===== config.mk =====
export PLATFORM = sky130hd
export DESIGN_NAME = shared_mem_arbiter
export DESIGN_NICKNAME = d
export VERILOG_FILES = /design/src/rtl/shared_mem_arbiter.sv
export SDC_FILE = /design/constraint.sdc
export NUM_CORES = 1
export LEC_CHECK = 0
export ABC_AREA = 1
export BUFFER_PORTS_ARGS = -buffer_cell sky130_fd_sc_hd__buf_2
export CORE_AREA = 2 2 104 106
export CTS_CLUSTER_DIAMETER = 200
export DETAILED_ROUTE_END_ITERATION = 10
export DIE_AREA = 0 0 106 108
export HOLD_SLACK_MARGIN = 0.08
export PLACE_DENSITY = 0.53
export SYNTH_ARGS = -nofsm -noshare
export SYNTH_HDL_FRONTEND = slang
export SYNTH_SLANG_ARGS = --single-unit

===== constraint.sdc =====
create_clock -name clock -period 2 [get_ports clock]
set_input_delay 0.4 -clock clock [delete_from_list [all_inputs] [get_ports clock]]
set_output_delay 0.4 -clock clock [all_outputs]
set_load 0.02 [all_outputs]

===== src/rtl/shared_mem_arbiter.sv =====
// Arbiter that shares one single-port synchronous memory among NUM_PORTS requesters, with a tagged one-cycle read return.
// Define ARB_ROUND_ROBIN_EN for round-robin arbitration; by default the highest-index requester wins.
module shared_mem_arbiter #(
    parameter int DATA_W    = 32,
    parameter int ADDR_W    = 32,
    parameter int NUM_PORTS = 2
) (
    input  logic                        clock,
    input  logic                        reset_n,
    input  logic [NUM_PORTS-1:0]        req,
    input  logic [NUM_PORTS-1:0]        we,
    input  logic [NUM_PORTS*ADDR_W-1:0] addr,
    input  logic [NUM_PORTS*DATA_W-1:0] wdata,
    output logic [NUM_PORTS-1:0]        gnt,
    output logic [NUM_PORTS-1:0]        rvalid,
    output logic [DATA_W-1:0]           rdata,
    output logic [ADDR_W-1:0]           mem_addr,
    output logic [DATA_W-1:0]           mem_wdata,
    output logic                        mem_we,
    output logic                        mem_re,
    input  logic [DATA_W-1:0]           mem_rdata
);

    localparam int PID_W = $clog2(NUM_PORTS);

    logic [PID_W-1:0]     sel_s;
    logic                 found_s;
    logic                 grant_s;
    logic [NUM_PORTS-1:0] rvalid_r;

`ifdef ARB_ROUND_ROBIN_EN
    localparam logic [PID_W:0]   NP_W  = (PID_W+1)'(NUM_PORTS);
    localparam logic [PID_W-1:0] LAST_P = PID_W'(NUM_PORTS - 1);
    localparam logic [PID_W-1:0] ONE_P  = PID_W'(1);

    logic [PID_W-1:0] ptr_r;
    logic [PID_W-1:0] ptr_nxt_s;
    logic [PID_W:0]   cand_s;

    // Scan from farthest to nearest candidate so the one closest to the pointer is kept.
    always_comb begin
        sel_s   = '0;
        found_s = 1'b0;
        cand_s  = '0;
        for (int k = NUM_PORTS - 1; k >= 0; k--) begin
            cand_s = {1'b0, ptr_r} + (PID_W+1)'(k);
            if (cand_s >= NP_W) begin
                cand_s = cand_s - NP_W;
            end else begin
                cand_s = cand_s;
            end
            if (req[cand_s[PID_W-1:0]]) begin
                sel_s   = cand_s[PID_W-1:0];
                found_s = 1'b1;
            end else begin
                sel_s   = sel_s;
                found_s = found_s;
            end
        end
    end

    // Pointer step past the winner, wrapping at the last port.
    always_comb begin
        if (sel_s == LAST_P) begin
            ptr_nxt_s = '0;
        end else begin
            ptr_nxt_s = sel_s + ONE_P;
        end
    end

    // Round-robin pointer moves only on cycles that issue a command.
    always_ff @(posedge clock or negedge reset_n) begin
        if (!reset_n) begin
            ptr_r <= '0;
        end else if (grant_s) begin
            ptr_r <= ptr_nxt_s;
        end else begin
            ptr_r <= ptr_r;
        end
    end
`else
    // Fixed priority: ascending scan leaves the highest-index requester selected.
    always_comb begin
        sel_s   = '0;
        found_s = 1'b0;
        for (int i = 0; i < NUM_PORTS; i++) begin
            if (req[i]) begin
                sel_s   = PID_W'(i);
                found_s = 1'b1;
            end else begin
                sel_s   = sel_s;
                found_s = found_s;
            end
        end
    end
`endif

    // Grants are suppressed while reset is held so no command leaks out.
    assign grant_s = found_s & reset_n;

    // Route the winner's command to the memory; all outputs idle to zero otherwise.
    always_comb begin
        gnt       = '0;
        mem_addr  = '0;
        mem_wdata = '0;
        mem_we    = 1'b0;
        mem_re    = 1'b0;
        for (int i = 0; i < NUM_PORTS; i++) begin
            if (grant_s && (sel_s == PID_W'(i))) begin
                gnt[i]    = 1'b1;
                mem_addr  = addr[i*ADDR_W +: ADDR_W];
                mem_wdata = wdata[i*DATA_W +: DATA_W];
                mem_we    = we[i];
                mem_re    = ~we[i];
            end else begin
                gnt[i]    = 1'b0;
            end
        end
    end

    // Pending-read tag: one-hot of the port whose read was issued last cycle.
    always_ff @(posedge clock or negedge reset_n) begin
        if (!reset_n) begin
            rvalid_r <= '0;
        end else if (mem_re) begin
            rvalid_r <= gnt;
        end else begin
            rvalid_r <= '0;
        end
    end

    assign rvalid = rvalid_r;
    assign rdata  = (|rvalid_r) ? mem_rdata : '0;

endmodule

# Word level (Yosys, flattened, before mapping)
# Cells that the tools add are included.
# totals
ff_bits	2
output_inout_bits	102
# op_classes
reduce_logical	3
bitwise	4
n_mux	15
# op_table
op	n
32-bit two-way mux	5
1-bit two-way mux	9
1-bit NOT	3
1-bit logical AND	2
2-bit two-way mux	1
2-bit OR reduction	1
1-bit AND	1

# Logic depth before layout (Yosys ltp)
# depth
depth_word	7
mapped_depth	6
ltp_nobuf	4

# Worst setup path before layout
# Ideal clock, no wire load.
# synth_timing
kind	input-to-output
start	input port req[0]
end	output port mem_addr[0]
path_buffers	2
path_stages	6
required_ps	1600
arrival_ps	1064
path_slack_ps	536
cell_sequence	nand2_1 nor2_2 buf_4 buf_4 nand2_1 nand2_1
# synth_via
elab_chain_cells	6
# synth_rtl
element	line	source
start: declaration	10	input logic [NUM_PORTS-1:0] req,
1-bit two-way mux (*) (2 in series)	87	if (req[i]) begin
1-bit AND (*)	99	assign grant_s = found_s & reset_n;
1-bit logical AND	109	if (grant_s && (sel_s == PID_W'(i))) begin
32-bit two-way mux	109	
32-bit two-way mux (*)	109	
end: declaration	17	output logic [ADDR_W-1:0] mem_addr,
# Mark *: on every way between the ends. The rest lies on a longest branch, timed or not.

# Final worst setup path
# layout_timing
start	input port req[1]
end	output port mem_addr[24]
# layout_via
elab_chain_cells	5
# layout_rtl
element	line
1-bit two-way mux	87
1-bit AND or 1-bit NOT (tied branches)	99, 109
1-bit logical AND	109
32-bit two-way mux	109
32-bit two-way mux (*)	109
# Marks and branches as above.

==> metrics.md <==
| Metric | Value |
|---|---|
| Status | finished, final reports clean |
| Sw Ratio | 46.4% |
| Total die area | 11400 um^2 |
| Root buffer cell | clkbuf_8 |
| Critical-path top delay cell | buf_4 |
| Initial Util | approximately 11% |
| Die W | around 110 um |
| RSZ-0062 raised after global routing | no |
| Seq pwr share | 5.7% |
| Finished Layout Cells | between 600 and 700 |
| Count leader, synth | nand2_1 |
| Max stage delay on crit path | 0.24 ns |
| Detailed-route via count | 2486 |
| # setup viols final | 0 |
| Switch Pwr | 0.000354 W |
| Row count | 37 |
| Largest net degree at the start of global routing | 53 |
| Layout Nets | 719 |
| Synth warn | 0 |
| GRT Util Overall | 9.74% |
| WL per Instance | 9.61 um |
| Startpoint types | input port |
| Post-DRT Antenna Nets | 0 |
| Worst IR drop on VDD | between 0.0001 and 0.00015 V |
| Crit-path most repeated cell | nand2_1 |
| Final Slew Violations | 0 |
| Min-Delay Path Class | input port to flop |
| Ys async rst share | 100% |
| Netlist Area Pre-Place | 1170 um^2 |
| CP endpoint kind | output port |
| Pwr per Cell Area | 281 nW/um^2 |
| Syn_nets | 455 |
| Syn Area/Cell | 4.04 um^2 |
| Leading area contributor after synthesis | nand2_1 |
| Cells along the critical path | buf_2 -> nand2_1 -> inv_2 -> buf_4 -> nand2_1 -> nand2_1 -> buf_2 |
| Num CTS Buffers | 3 |
| Met1 wire length | 2.67 mm |
| Post-synth top area share | between 60% and 70% |
| Worst Path Required | 1.60 ns |
| DR vias/cell | 3.62 |
| P_leak | 2.09 nW |
| Slew HR | around four fifths |
| Routed length on met3 | approximately 620 um |
| Share of layout cells above drive strength 1 | between 50% and 60% |
| Core Region | 10200 um^2 |
| Clock share of power | about a fifth |
| F_max | approximately 570 MHz |
| Placed Instances | 683 |
| Sequential fraction of the synthesis area | 4.29% |
| Post-route DRC | 0 |
| Top cells by area, synth | nand2_1 (64%), inv_1 (11%), nor2_1 (11%) |
| Top layer in use | met4 |
| Gp weighted congestion | 0.794 |
| Number of iterations in the first detailed-routing pass | 4 |
| Final setup TNS | 0 ns |
| Initial antenna violation count | 0 |
| WP data arrival | 1.34 ns |
| Max reg flops | 2 |
| Post-Synthesis Cells | approximately 290 |
| Number of global-route vias before repair | 2050 |
| Setup bufs post-CTS | 0 |
| Die H | 108 um |
| EDFF count, synth | 0 |
| Worst Tran Pin Value | just under 0.3 ns |
| Ant diodes | 0 |
| CTS tree | built |
| Final Util | 26.6% |
| Sink Count | 2 |
| Grt ovf | 0 |
| Synth Register Bits | 2 |
| Primary FF master, synth | dfrtp_1 |
| Ports | 268 |
| Met2 WL | 3.28 mm |
| Min cycle time layout | ~1.7 ns |
| Initial DRC Count | 122 |
| Buffers on Ports | approximately 270 |
| Bufs on Longest Clock Path | 2 |
| H-tree level count | 1 |
| Max-cap violations | 0 |
| DPL Wire Length | 5.63 mm |
| Global-route wire length before repair | 9.30 mm |
| Clock-pin slew on the worst setup and hold paths | 0.03 ns |
| Fin. Hold Viols | 0 |
| Final wirelength | 6.60 mm |
| Crit share post-route | 87.0% |
| Setup CP Type | input port to output port |
| CP max FO | 14 |
| Area grow syn2layout | 133% |
| Post-synth top cells | nand2_1 (199), inv_1 (35), nor2_1 (34) |
| # resized after CTS | 0 |
| Power Internal | 0.000410 W |
| Netlist cell types | 8 |
| Comb pwr share | 74.0% |
==> critical path, delay by kind of cell <==
kind / cells / cell delay (ns)
buffers and inverters: 4 / 0.69
AND/OR/NAND/NOR: 3 / 0.24
==> final timing paths <==
check / from / end / slack [ns] / depth (start not counted)
min in group asynchronous: reset_n / rvalid[1] / 0.55 / 2
worst min-delay path: we[1] / rvalid[1] / 0.39 / 2
max in group asynchronous: reset_n / rvalid[0] / 1.33 / 2
worst max-delay path: req[1] / mem_addr[24] / 0.26 / 7
==> layout make-up <==
class	count	area, um^2
flip-flops and latches	2	50.0
fillers	1189	7510
inverters	36	135
clock buffers	3	41.3
repair buffers	276	1430
well taps	136	170
multi-input cells	234	888
==> cells in the final DEF, fill, tap and decap left out <==
| cell | Yosys | final |
|---|---|---|
| inv_1 | 35 | 35 |
| buf_4 | 6 | 6 |
| nor2_4 | 0 | 1 |
| buf_2 | 11 | 267 |
| buf_12 | 0 | 2 |
| clkbuf_8 | 0 | 3 |
| dfrtp_1 | 2 | 2 |
| dlygate4sd3_1 | 0 | 1 |
| inv_2 | 1 | 1 |
| nand2_1 | 199 | 199 |
| nor2_2 | 1 | 1 |
| nor2_1 | 34 | 33 |
==> routing by layer <==
layer | track usage [%] | vias to the layer above
li1 | - | 1338
met1 | 11.5 | 999
met2 | 18.6 | 147
met4 | 1.41 | 0
met3 | 1.87 | 2
met5 | 0 | -
==> through the flow <==
step                      setup WS [ns]  area, um^2  power (W)  hold slack [ns]
after CTS                         0.273        2720   0.000774            0.385
after floorplan                   0.536        1170   0.000323            0.104
final                             0.260        2720   0.000764            0.387
after global placement            0.268        2670   0.000615            0.203
after detailed placement          0.255        2670   0.000611            0.208
after global routing              0.174        2720   0.000828            0.394
==> kinds of logic (layout without fill, tap and decap cells) <==
group	Yosys count	after routing	synth area share, %
simple gates	234	234	75.5
flops	2	2	4.29
buf+inv	53	315	20.2
==> power by group through the flow <==
stage	clock [W]	sequential (W)	combinational [W]
final	0.000155	0.0000437	0.000565
after global routing	0.000167	0.0000440	0.000617
after CTS	0.000160	0.0000438	0.000570
after detailed placement	0	0.0000442	0.000566
after global placement	0	0.0000443	0.000570
after floorplan	0	0.0000448	0.000278
==> timing repair <==
item	in CTS	in global routing
hold endpoints to repair	2	0
hold buffers	1	0
setup endpoints to repair	0	0
Note: power is estimated with default switching activity, not from simulation.
